`src/rtl/cpu_ctrl_pkg.sv`:
```
// Purpose: shared step encoding, opcode and ALU-select constants for the control sequencer.
// Latency: n/a (types, constants and pure functions only).
// Backpressure: n/a.
package cpu_ctrl_pkg;

  // One-hot step encoding: every state owns exactly one flop bit.
  typedef enum logic [8:0] {
    IDLE  = 9'b000000001,
    T0    = 9'b000000010,
    T1    = 9'b000000100,
    T2    = 9'b000001000,
    T3    = 9'b000010000,
    T4    = 9'b000100000,
    T5    = 9'b001000000,
    HALT  = 9'b010000000,
    FAULT = 9'b100000000
  } step_t;

  localparam logic [4:0] OP_ADD  = 5'h03;
  localparam logic [4:0] OP_SUB  = 5'h04;
  localparam logic [4:0] OP_AND  = 5'h05;
  localparam logic [4:0] OP_OR   = 5'h06;
  localparam logic [4:0] OP_NEG  = 5'h08;
  localparam logic [4:0] OP_NOT  = 5'h09;
  localparam logic [4:0] OP_HALT = 5'h1B;

  localparam logic [11:0] ALU_ADD = 12'h001;
  localparam logic [11:0] ALU_SUB = 12'h002;
  localparam logic [11:0] ALU_AND = 12'h004;
  localparam logic [11:0] ALU_OR  = 12'h008;
  localparam logic [11:0] ALU_NEG = 12'h400;
  localparam logic [11:0] ALU_NOT = 12'h800;

  function automatic logic is_unary(input logic [4:0] op);
    return (op == OP_NEG) || (op == OP_NOT);
  endfunction

  function automatic logic is_binary(input logic [4:0] op);
    return (op == OP_ADD) || (op == OP_SUB) || (op == OP_AND) || (op == OP_OR);
  endfunction

  // Zero for anything that is not an ALU opcode.
  function automatic logic [11:0] alu_sel(input logic [4:0] op);
    logic [11:0] sel;
    sel = 12'h000;
    case (op)
      OP_ADD:  sel = ALU_ADD;
      OP_SUB:  sel = ALU_SUB;
      OP_AND:  sel = ALU_AND;
      OP_OR:   sel = ALU_OR;
      OP_NEG:  sel = ALU_NEG;
      OP_NOT:  sel = ALU_NOT;
      default: sel = 12'h000;
    endcase
    return sel;
  endfunction

endpackage

```
`src/rtl/reg_field_decoder.sv`:
```
// Purpose: 4-bit register field to 16-bit one-hot select, forced to zero when disabled.
// Latency: combinational.
// Backpressure: none.
// Ports: field (register number), en (select enable), onehot (decoded select).
module reg_field_decoder (
  input  logic [3:0]  field,
  input  logic        en,
  output logic [15:0] onehot
);

  always_comb begin
    onehot = 16'h0000;
    if (en) begin
      onehot[field] = 1'b1;
    end
  end

endmodule

```
`src/rtl/control_sequencer.sv`:
```
// Purpose: hardwired fetch/execute sequencer driving all datapath strobes for reg-reg ALU ops.
// Latency: binary op 6 cycles, unary op 5 cycles; T1 extends while memory is not ready.
// Backpressure: holds in T1 on mem_rdy=0, FAULT after MEM_TIMEOUT T1 cycles; run gates new fetches.
// Ports: clk/clr (sync active-high), run, ir, mem_rdy in; bus/register/ALU strobes,
//        halted, fault and instr_count out.
module control_sequencer
  import cpu_ctrl_pkg::*;
#(
  parameter int MEM_TIMEOUT = 15,
  parameter int CNT_W       = 16
) (
  input  logic             clk,
  input  logic             clr,
  input  logic             run,
  input  logic [31:0]      ir,
  input  logic             mem_rdy,
  output logic             PCout,
  output logic             MARin,
  output logic             IncPC,
  output logic             Zin,
  output logic             Zlowout,
  output logic             PCin,
  output logic             MDRRead,
  output logic             MDRin,
  output logic             MDRout,
  output logic             IRin,
  output logic             Yin,
  output logic [15:0]      Rout,
  output logic [15:0]      Rin,
  output logic [11:0]      ALUControl,
  output logic             halted,
  output logic             fault,
  output logic [CNT_W-1:0] instr_count
);

  localparam int WAIT_W = $clog2(MEM_TIMEOUT + 1);

  step_t             state_q, state_d;
  logic [WAIT_W-1:0] wait_q, wait_d;
  logic [CNT_W-1:0]  count_q, count_d;

  logic [4:0] op;
  logic [3:0] ra, rb, rc;
  logic       rout_en, rin_en;
  logic [3:0] rout_sel;
  logic       ir_unused;

  assign op        = ir[31:27];
  assign ra        = ir[26:23];
  assign rb        = ir[22:19];
  assign rc        = ir[18:15];
  assign ir_unused = ^ir[14:0];

  always_ff @(posedge clk) begin
    if (clr) begin
      state_q <= IDLE;
      wait_q  <= '0;
      count_q <= '0;
    end else begin
      state_q <= state_d;
      wait_q  <= wait_d;
      count_q <= count_d;
    end
  end

  always_comb begin
    state_d    = state_q;
    wait_d     = wait_q;
    count_d    = count_q;
    PCout      = 1'b0;
    MARin      = 1'b0;
    IncPC      = 1'b0;
    Zin        = 1'b0;
    Zlowout    = 1'b0;
    PCin       = 1'b0;
    MDRRead    = 1'b0;
    MDRin      = 1'b0;
    MDRout     = 1'b0;
    IRin       = 1'b0;
    Yin        = 1'b0;
    ALUControl = 12'h000;
    rout_en    = 1'b0;
    rout_sel   = rb;
    rin_en     = 1'b0;
    halted     = 1'b0;
    fault      = 1'b0;

    unique case (state_q)
      IDLE: begin
        if (run) state_d = T0;
      end
      T0: begin
        PCout   = 1'b1;
        MARin   = 1'b1;
        IncPC   = 1'b1;
        Zin     = 1'b1;
        wait_d  = '0;
        state_d = T1;
      end
      T1: begin
        Zlowout = 1'b1;
        // Load PC only on the first wait cycle so a slow memory cannot double-increment it.
        PCin    = (wait_q == '0);
        MDRRead = 1'b1;
        MDRin   = 1'b1;
        if (mem_rdy) begin
          state_d = T2;
        end else if (wait_q == WAIT_W'(MEM_TIMEOUT - 1)) begin
          state_d = FAULT;
        end else begin
          wait_d = wait_q + WAIT_W'(1);
        end
      end
      T2: begin
        MDRout  = 1'b1;
        IRin    = 1'b1;
        state_d = T3;
      end
      T3: begin
        // Strobes stay quiet for HALT/illegal opcodes; only the transition differs.
        if (is_binary(op)) begin
          rout_en = 1'b1;
          Yin     = 1'b1;
          state_d = T4;
        end else if (is_unary(op)) begin
          rout_en    = 1'b1;
          ALUControl = alu_sel(op);
          Zin        = 1'b1;
          state_d    = T5;
        end else if (op == OP_HALT) begin
          state_d = HALT;
        end else begin
          state_d = FAULT;
        end
      end
      T4: begin
        rout_en    = 1'b1;
        rout_sel   = rc;
        ALUControl = alu_sel(op);
        Zin        = 1'b1;
        state_d    = T5;
      end
      T5: begin
        Zlowout = 1'b1;
        rin_en  = 1'b1;
        count_d = count_q + CNT_W'(1);
        state_d = run ? T0 : IDLE;
      end
      HALT: begin
        halted = 1'b1;
      end
      FAULT: begin
        halted = 1'b1;
        fault  = 1'b1;
      end
      default: begin
        state_d = FAULT;
      end
    endcase
  end

  assign instr_count = count_q;

  reg_field_decoder u_rout_dec (
    .field  (rout_sel),
    .en     (rout_en),
    .onehot (Rout)
  );

  reg_field_decoder u_rin_dec (
    .field  (ra),
    .en     (rin_en),
    .onehot (Rin)
  );

endmodule

```
`config.mk`:
```
export PLATFORM = sky130hd
export DESIGN_NAME = control_sequencer
export DESIGN_NICKNAME = d
export VERILOG_FILES = /design/src/rtl/cpu_ctrl_pkg.sv /design/src/rtl/reg_field_decoder.sv /design/src/rtl/control_sequencer.sv
export SDC_FILE = /design/constraint.sdc
export NUM_CORES = 1
export LEC_CHECK = 0
export CAP_MARGIN = 20
export CORE_ASPECT_RATIO = 0.5
export CORE_MARGIN = 2
export CORE_UTILIZATION = 30
export CTS_CLUSTER_DIAMETER = 30
export CTS_CLUSTER_SIZE = 16
export DETAILED_ROUTE_END_ITERATION = 10
export GPL_TIMING_DRIVEN = 0
export SLEW_MARGIN = 30
export SYNTH_ARGS = -nofsm -noshare
export SYNTH_HDL_FRONTEND = slang
export SYNTH_HIERARCHICAL = 1
export SYNTH_SLANG_ARGS = --single-unit
```
`constraint.sdc`:
```
create_clock -name clk -period 5.2 [get_ports clk]
set_clock_uncertainty 0.2 [all_clocks]
set_input_delay 1.04 -clock clk [delete_from_list [all_inputs] [get_ports clk]]
set_output_delay 1.04 -clock clk [all_outputs]
set_load 0.005 [all_outputs]
```
==> impl_metrics.env, run 1 <==
export IMPL_outcome="completed"
export IMPL_rsz0062_at_grt="false"
export IMPL_grt_max_degree=11
export IMPL_postSynthCellCount=277
export IMPL_cp_required_ns=3.96
export IMPL_initialDrtViolationCount=106
export IMPL_path_cells="clkdlybuf4s50_1, or2_2, a21oi_1, nand2_1, nand2_1, or3b_4, nor3_2, clkdlybuf4s50_1"
export IMPL_drc=0
export IMPL_end_kind="output port"
export IMPL_cp_slowest_cell="clkdlybuf4s50_1"
export IMPL_fmax_ghz=0.216
export IMPL_powerDensity_nw_per_um2=203
export IMPL_fin_crit_sh=0.889
export IMPL_std_cell_rows=21
export IMPL_synth_flop_cell="dfxtp_1"
export IMPL_drv_cap=0
export IMPL_coreArea_sq_um=6730
export IMPL_hpwl_mm=4.48
export IMPL_setup_tns_final_ns=0
export IMPL_port_buffers=85
export IMPL_async_reset_ff_frac=0
export IMPL_stdcell_count=467
export IMPL_die_w_um=122
export IMPL_start_kind="input pin"
export IMPL_ant_nets=0
export IMPL_syn_area_per_cell_sq_um=7.57
export IMPL_place_gp_congestion=0.822
export IMPL_place_inst=459
export IMPL_finalSetupViolations=0
export IMPL_num_io_pins=109
export IMPL_multi_input_area_sq_um=1360
export IMPL_start_util=0.312
export IMPL_finalNetCount=414
export IMPL_drtPass1Iterations=4
export IMPL_synth_edf_count=0
export IMPL_viasPerCell=4.75
export IMPL_final_core_utilization=0.484
export IMPL_cts_buffers=5
export IMPL_seq_area_frac_synth=0.277
export IMPL_syn_area_sq_um=2100
export IMPL_antenna_found_initial=0
export IMPL_critical_path_class="in -> out"
export IMPL_fin_crit_ns=4.62
export IMPL_fillers=665
export IMPL_ys_warn_count=6
export IMPL_leakage_nw=1.13
export IMPL_track_usage=0.152
export IMPL_power_uw=660
export IMPL_worst_pin_slew_ns=0.539
export IMPL_cts_tree="yes"
export IMPL_die_area_sq_um=7720
export IMPL_cp_max_fo=5
export IMPL_cts_root_buf="clkbuf_16"
export IMPL_clock_sinks=29
export IMPL_ys_ff_latch=29
export IMPL_grt_pass1_wl_mm=9.58
export IMPL_area_growth_pct=55.2
export IMPL_grt_overflow=0
export IMPL_seqCellArea_sq_um=581
export IMPL_min_path_type="reg -> reg"
export IMPL_drt_total_wl_mm=5.85
export IMPL_clock_latency_ns=0.27
export IMPL_cp_data_arrival_time_ns=3.38
export IMPL_num_antenna_cells=0
export IMPL_slowest_delay_ns=0.52
export IMPL_drive_gt1_frac=0.123
export IMPL_vdd_drop_max_uv=118
export IMPL_htree_levels=2
export IMPL_grt_pass1_vias=2037
export IMPL_ys_types=51
export IMPL_clockBufferDepth=2
export IMPL_clkTransAtPathRegs_ns=0.05
export IMPL_hold_viol_final=0
export IMPL_ctsHoldBuffers=0
export IMPL_slew_headroom=0.638
export IMPL_cts_resized=0
export IMPL_chipHeight_um=63.1
export IMPL_maxSlewViolCount=0
export IMPL_cts_setup_buffers=0
export IMPL_wl_per_cell_um=12.5
export IMPL_vias=2220
## synthesized netlist by cell type, types with 2 or more instances
cell type | number | area (sq um)
nor2_1 | 51 | 191
dfxtp_1 | 29 | 581
nor3_1 | 18 | 90.1
xnor2_1 | 16 | 140
nand2_1 | 15 | 56.3
nand3_1 | 13 | 65.1
buf_4 | 11 | 82.6
nor4_1 | 11 | 68.8
inv_1 | 10 | 37.5
a21oi_1 | 8 | 40.0
nand2b_1 | 7 | 43.8
nor3b_1 | 6 | 45.0
nand3b_1 | 5 | 37.5
nand4_1 | 5 | 31.3
xor2_1 | 5 | 43.8
buf_2 | 4 | 20.0
clkbuf_1 | 4 | 15.0
ha_1 | 4 | 50.1
mux2_2 | 4 | 45.0
nor3_2 | 4 | 40.0
nor4b_1 | 4 | 35.0
and3_1 | 3 | 18.8
o21ai_0 | 3 | 15.0
a211oi_1 | 2 | 15.0
a31oi_1 | 2 | 12.5
and2_1 | 2 | 12.5
nor2b_1 | 2 | 12.5
o31ai_1 | 2 | 15.0
or2_2 | 2 | 12.5
or3_2 | 2 | 15.0
or3b_4 | 2 | 22.5
or4_1 | 2 | 15.0
## per-layer routing
| layer | global-route usage | routed length (um) | up-vias |
|---|---|---|---|
| met2 | 0.249 | 2730 | 55 |
| met5 | 0 | 0 | - |
| met1 | 0.194 | 2740 | 1020 |
| li1 | - | - | 1143 |
| met3 | 0.0362 | 340 | 2 |
| met4 | 0.0603 | 40 | 0 |
## cell families (layout without fill, tap and decap cells)
logic type               count (synthesis)  after routing  synth area share
AND/OR/NAND/NOR                        163            163             0.434
flip-flops                              29             29             0.277
multiplexers                             4              4            0.0215
other                                    1              6           0.00179
adder cells (fa/ha/maj)                  5              5            0.0286
AO/OA/AOI/OAI                           22             22            0.0668
buffers and inverters                   32            125            0.0835
XOR/XNOR                                21             21            0.0877
## layout make-up
type                    instances  area share
plain buffers                  21      0.0411
clock buffers                   7      0.0438
clock inverters                 1     0.00922
inverters                      11      0.0127
multi-input cells             221       0.418
flip-flops and latches         29       0.178
well taps                      92      0.0354
repair buffers                 85       0.261
## path summary, 6_finish.rpt
path,from,end,slack [ns],cells past startpoint
hold / removal,wait_q[0],wait_q[0],0.32,2
setup reg to reg,state_q[8],instr_count[15],2.93,7
hold reg to reg,wait_q[0],wait_q[0],0.32,2
setup / recovery,ir[31],Rout[0],0.58,8
## state kept, by name (all words and copies together), names as in the netlist
register	cells
state_q	9
wait_q	4
instr_count	16
## layout by cell type (no fill, tap or decap), types with 6 or more instances in the layout
master	n
nor3_1	18
buf_4	11
nor4_1	11
a21oi_1	8
xnor2_1	16
nand2_1	15
nand2b_1	7
conb_1	6
nand3_1	13
clkdlybuf4s50_1	85
nor3b_1	6
dfxtp_1	29
inv_1	10
nor2_1	51
## metrics by stage
stage | setup WS, ns | cell area [sq um] | hold WS, ns
finish | 0.577 | 3260 | 0.324
CTS | 0.584 | 3260 | 0.327
detailed placement | 0.598 | 3080 | 0.318
global route | 0.435 | 3260 | 0.364
floorplan | 1.69 | 2120 | 0.280
global placement | 0.613 | 3080 | 0.302
## critical path, delay by kind of cell
family / cells / cell delay [ns]
compound gates: 1 / 0.18
buf+inv: 2 / 1.00
simple gates: 5 / 1.17
## power breakdown
| part | leakage [nW] | internal, mW | switching, mW |
|---|---|---|---|
| logic | 0.814 | 0.0464 | 0.0488 |
| registers | 0.234 | 0.226 | 0.00271 |
| clock network | 0.0841 | 0.239 | 0.0971 |
No activity file was read; power rests on OpenSTA's default activity.
==> run 2: changes to the inputs <==
PLACE_DENSITY = 0.62   (was unset)
==> run 2 against run 1 <==
Effect of this change: clock-buffer cell count fell by 1; via count rose by 1.8%; design area rose by 0.12%; non-clock buffer count did not move; first-iteration DRC count fell by 4.7%; final cell count did not move; fmax fell by 0.29%; sequential share of layout area barely moved; clock power rose by 1%; sequential power barely moved; setup slack got worse by 0.014 ns; critical endpoint unchanged.
==> impl_metrics.env, run 2 (synthesis results as in run 1) <==
export IMPL_outcome="completed"
export IMPL_cts_setup_buffers=0
export IMPL_cts_root_buf="clkbuf_16"
export IMPL_final_core_utilization=0.485
export IMPL_slowest_delay_ns=0.52
export IMPL_r2r_end="instr_count[11]"
export IMPL_chipHeight_um=63.1
export IMPL_final_cell_mix="clkdlybuf4s50_1 (85), nor2_1 (51), dfxtp_1 (29)"
export IMPL_final_common_cell="clkdlybuf4s50_1"
export IMPL_setup_tns_final_ns=0
export IMPL_switching_share=0.233
export IMPL_grt_max_degree=11
export IMPL_initialDrtViolationCount=101
export IMPL_route_met3_wl_um=311
export IMPL_leakage_nw=1.13
export IMPL_cp_data_arrival_time_ns=3.40
export IMPL_std_cell_rows=21
export IMPL_worst_pin_slew_ns=0.500
export IMPL_drc=0
export IMPL_clkTransAtPathRegs_ns=0.05
export IMPL_end_kind="output port"
export IMPL_fmax_ghz=0.216
export IMPL_drtPass1Iterations=5
export IMPL_powerDensity_nw_per_um2=204
export IMPL_critical_path_class="in -> out"
export IMPL_viasPerCell=4.84
export IMPL_place_gp_congestion=0.848
export IMPL_drv_cap=0
export IMPL_start_kind="input pin"
export IMPL_drive_gt1_frac=0.125
export IMPL_critPathCapture="Rout[0]"
export IMPL_ant_nets=0
export IMPL_largest_register_ffs=16
export IMPL_cts_tree="yes"
export IMPL_cp_max_fo=5
export IMPL_wl_per_cell_um=12.6
export IMPL_ctsHoldBuffers=0
export IMPL_r2r_cells=7
export IMPL_finalSetupViolations=0
export IMPL_num_io_pins=109
export IMPL_port_buffers=85
export IMPL_p_switching_uw=155
export IMPL_grt_pass1_wl_mm=9.60
export IMPL_fin_crit_sh=0.892
export IMPL_grt_overflow=0
export IMPL_fin_crit_ns=4.64
export IMPL_die_w_um=122
export IMPL_finalNetCount=414
export IMPL_antenna_found_initial=0
export IMPL_regToRegStartpoint="state_q[8]"
export IMPL_hpwl_mm=4.54
export IMPL_top_layer="met4"
export IMPL_r2r_slack_ns=2.90
export IMPL_htree_levels=2
export IMPL_grt_pass1_vias=2117
export IMPL_die_area_sq_um=7720
export IMPL_seq_power_share=0.343
export IMPL_pwr_share_clk=0.512
export IMPL_num_antenna_cells=0
export IMPL_cts_resized=0
export IMPL_coreArea_sq_um=6730
export IMPL_cts_buffers=5
export IMPL_area_growth_pct=55.3
export IMPL_p_int_uw=511
export IMPL_startpoint="ir[31]"
export IMPL_clock_sinks=29
export IMPL_track_usage=0.154
export IMPL_m1WireLength_mm=2.74
export IMPL_combPwrFrac=0.145
export IMPL_cp_slowest_cell="clkdlybuf4s50_1"
export IMPL_clockBufferDepth=2
export IMPL_min_path_type="reg -> reg"
export IMPL_hold_viol_final=0
export IMPL_wl_met2_mm=2.74
export IMPL_drt_total_wl_mm=5.86
export IMPL_path_cells="clkdlybuf4s50_1, nand2b_1, o41ai_1, nand2_1, nand2_1, or3b_4, nor3_2, clkdlybuf4s50_1"
export IMPL_cp_required_ns=3.96
export IMPL_clock_latency_ns=0.28
export IMPL_vias=2260
export IMPL_maxSlewViolCount=0
export IMPL_slew_headroom=0.664
export IMPL_start_util=0.312
export IMPL_rsz0062_at_grt="false"
export IMPL_vdd_drop_max_uv=143
## run 2: power groups by stage
stage          clock, mW  combinational, mW  sequential (mW)
2_1_floorplan          0             0.0605            0.232
3_3_place_gp           0             0.0927            0.233
3_5_place_dp           0             0.0950            0.233
4_1_cts            0.348             0.0958            0.228
5_1_grt            0.358              0.106            0.229
6_report           0.341             0.0963            0.229
## run 2: metal layers
metal	global-route usage	vias to the layer above
met5	0	-
met4	0.0489	0
met3	0.0399	6
met2	0.264	54
met1	0.188	1052
li1	-	1148
## run 2: metrics by stage
| stage | setup slack (ns) | hold WS (ns) | power (mW) | cell area, sq um | std cells |
|---|---|---|---|---|---|
| 6_report | 0.564 | 0.321 | 0.666 | 3260 | 467 |
| 5_1_grt | 0.404 | 0.364 | 0.693 | 3260 | 467 |
| 4_1_cts | 0.579 | 0.320 | 0.672 | 3260 | 467 |
| 3_5_place_dp | 0.586 | 0.311 | 0.328 | 3080 | 459 |
| 3_3_place_gp | 0.619 | 0.302 | 0.326 | 3080 | 459 |
| 2_1_floorplan | 1.69 | 0.280 | 0.293 | 2120 | 282 |
## run 2: worst max-delay path, delay by kind of cell
family / cells / cell delay, ns
compound gates: 1 / 0.29
buf+inv: 2 / 1.00
simple gates: 5 / 1.06
## run 2: worst min path at each step
| stage | from | endpoint | slack (ns) | cells past startpoint |
|---|---|---|---|---|
| 6_report | wait_q[0] | wait_q[0] | 0.32 | 2 |
| 5_1_grt | wait_q[0] | wait_q[0] | 0.36 | 2 |
| 4_1_cts | wait_q[0] | wait_q[0] | 0.32 | 2 |
| 3_5_place_dp | wait_q[0] | wait_q[0] | 0.31 | 2 |
| 3_3_place_gp | wait_q[0] | wait_q[0] | 0.30 | 2 |
| 2_1_floorplan | wait_q[0] | wait_q[0] | 0.28 | 2 |
## run 2: layout make-up
type / count / area (sq um)
Clock inverter: 2 / 37.5
Clock buffer: 6 / 139
Sequential cell: 29 / 581
Buffer: 21 / 134
Fill cell: 676 / 3470
Inverter: 11 / 41.3
Multi-Input combinational cell: 221 / 1360
Tap cell: 92 / 115
Timing Repair Buffer: 85 / 851
==> run 3: changes to the inputs <==
CAP_MARGIN = unset   (was 20)
REMOVE_ABC_BUFFERS = 1   (was unset)
==> run 3 against run 2 <==
Effect of this change: clock-buffer cell count decreased by 1; core utilization down 2.5 points; combinational power shrank 14%; sequential cell count stayed put; setup slack improved by 0.029 ns; die area unchanged; critical path type unchanged; critical endpoint unchanged.
==> impl_metrics.env, run 3 (synthesis results as in run 1) <==
export IMPL_viasPerCell=4.85
export IMPL_htree_levels=2
export IMPL_drv_cap=0
export IMPL_fin_crit_sh=0.886
export IMPL_regToRegStartpoint="state_q[6]"
export IMPL_fin_crit_ns=4.61
export IMPL_worst_pin_slew_ns=0.556
export IMPL_slew_headroom=0.626
export IMPL_place_gp_congestion=0.845
export IMPL_final_cell_mix="clkdlybuf4s50_1 (86), nor2_1 (51), dfxtp_1 (29)"
export IMPL_setup_ws_ns=0.593
export IMPL_hold_viol_final=0
export IMPL_coreArea_sq_um=6730
export IMPL_clock_sinks=29
export IMPL_grt_overflow=0
export IMPL_num_antenna_cells=0
export IMPL_drtPass1Iterations=4
export IMPL_cts_resized=0
export IMPL_fmax_ghz=0.217
export IMPL_grt_max_degree=30
export IMPL_setup_tns_final_ns=0
export IMPL_area_growth_pct=47.5
export IMPL_std_cell_rows=21
export IMPL_track_usage=0.136
export IMPL_num_io_pins=109
export IMPL_worst_hold_slack_ns=0.320
export IMPL_hpwl_mm=4.10
export IMPL_die_area_sq_um=7720
export IMPL_vdd_drop_max_uv=89.9
export IMPL_leakage_nw=1.03
export IMPL_clock_latency_ns=0.27
export IMPL_cts_root_buf="clkbuf_16"
export IMPL_r2r_cells=5
export IMPL_wl_per_cell_um=11.8
export IMPL_r2r_end="instr_count[8]"
export IMPL_finalNetCount=395
export IMPL_drt_total_wl_mm=5.28
export IMPL_start_kind="input pin"
export IMPL_vias=2164
export IMPL_maxSlewViolCount=0
export IMPL_die_w_um=122
export IMPL_antenna_found_initial=0
export IMPL_grt_pass1_wl_mm=8.58
export IMPL_port_buffers=87
export IMPL_end_kind="output port"
export IMPL_initialDrtViolationCount=48
export IMPL_cts_tree="yes"
export IMPL_powerDensity_nw_per_um2=186
export IMPL_cts_buffers=5
export IMPL_final_core_utilization=0.460
export IMPL_hold_depth=2
export IMPL_r2r_slack_ns=2.85
export IMPL_drive_gt1_frac=0.0819
export IMPL_ant_nets=0
export IMPL_clockBufferDepth=2
export IMPL_hold_path_end="instr_count[15]"
export IMPL_cts_setup_buffers=0
export IMPL_finalSetupViolations=0
export IMPL_start_util=0.312
export IMPL_chipHeight_um=63.1
export IMPL_grt_pass1_vias=1976
export IMPL_final_common_cell="clkdlybuf4s50_1"
export IMPL_drc=0
export IMPL_clkTransAtPathRegs_ns=0.04
export IMPL_cp_data_arrival_time_ns=3.37
export IMPL_largest_register_ffs=16
export IMPL_min_delay_start="instr_count[15]"
export IMPL_rsz0062_at_grt="false"
export IMPL_critical_path_class="in -> out"
export IMPL_cp_max_fo=9
export IMPL_cp_required_ns=3.96
export IMPL_power_uw=576
export IMPL_outcome="completed"
export IMPL_dpl_worst_slack_ns=0.571
export IMPL_ctsHoldBuffers=0
export IMPL_min_path_type="reg -> reg"
run 3: changes by cell type in the layout (fill, tap and decap cells not counted):
cell / delta
buf_4: -11
clkbuf_1: -4
buf_2: -3
buf_6: -1
bufinv_16: -1
clkbuf_2: -1
clkbuf_8: -1
clkdlybuf4s50_1: +1
clkinv_2: +1
clkinvlp_4: -1
run 3: cell type report:
cell class	count	area, sq um
sequential	29	581
inverter	11	41.3
tap	92	115
timing repair buffer	87	866
multi-input combinational	221	1360
clock inverter	1	5.00
fill	665	3630
clock buffer	5	125
run 3: per-stage QoR:
stage          instances  area, sq um
2_1_floorplan        261         1980
4_1_cts              446         3090
3_5_place_dp         440         2960
6_report             446         3090
5_1_grt              446         3090
3_3_place_gp         440         2970
run 3: where the power goes:
group | internal, mW | switching (mW) | leakage (nW)
Sequential | 0.226 | 0.00857 | 0.234
Combinational | 0.0415 | 0.0410 | 0.730
Clock | 0.170 | 0.0889 | 0.0655
Total | 0.437 | 0.139 | 1.03
run 3: worst max-delay path: stages:
cell and delay (ns):
clkdlybuf4s50_1 0.57, o41ai_1 0.41, nand2_1 0.14, nand2_1 0.15
or3b_4 0.42, nor3_2 0.12, clkdlybuf4s50_1 0.51
run 3: worst max path at each step:
| stage | startpoint | endpoint | slack (ns) | cells past startpoint |
|---|---|---|---|---|
| floorplan | ir[31] | Rout[0] | 1.76 | 6 |
| global placement | ir[28] | Rout[0] | 0.61 | 7 |
| detailed placement | ir[28] | Rout[0] | 0.57 | 7 |
| CTS | ir[28] | Rout[0] | 0.57 | 7 |
| global route | ir[28] | Rout[0] | 0.39 | 7 |
| finish | ir[28] | Rout[0] | 0.59 | 7 |
run 3: layer usage:
| layer | up-vias | global-route usage | wire length (um) |
|---|---|---|---|
| met2 | 72 | 0.241 | 2520 |
| met3 | 8 | 0.0417 | 478 |
| met5 | - | 0 | 0 |
| li1 | 1112 | - | - |
| met4 | 0 | 0.0560 | 71 |
| met1 | 972 | 0.152 | 2210 |
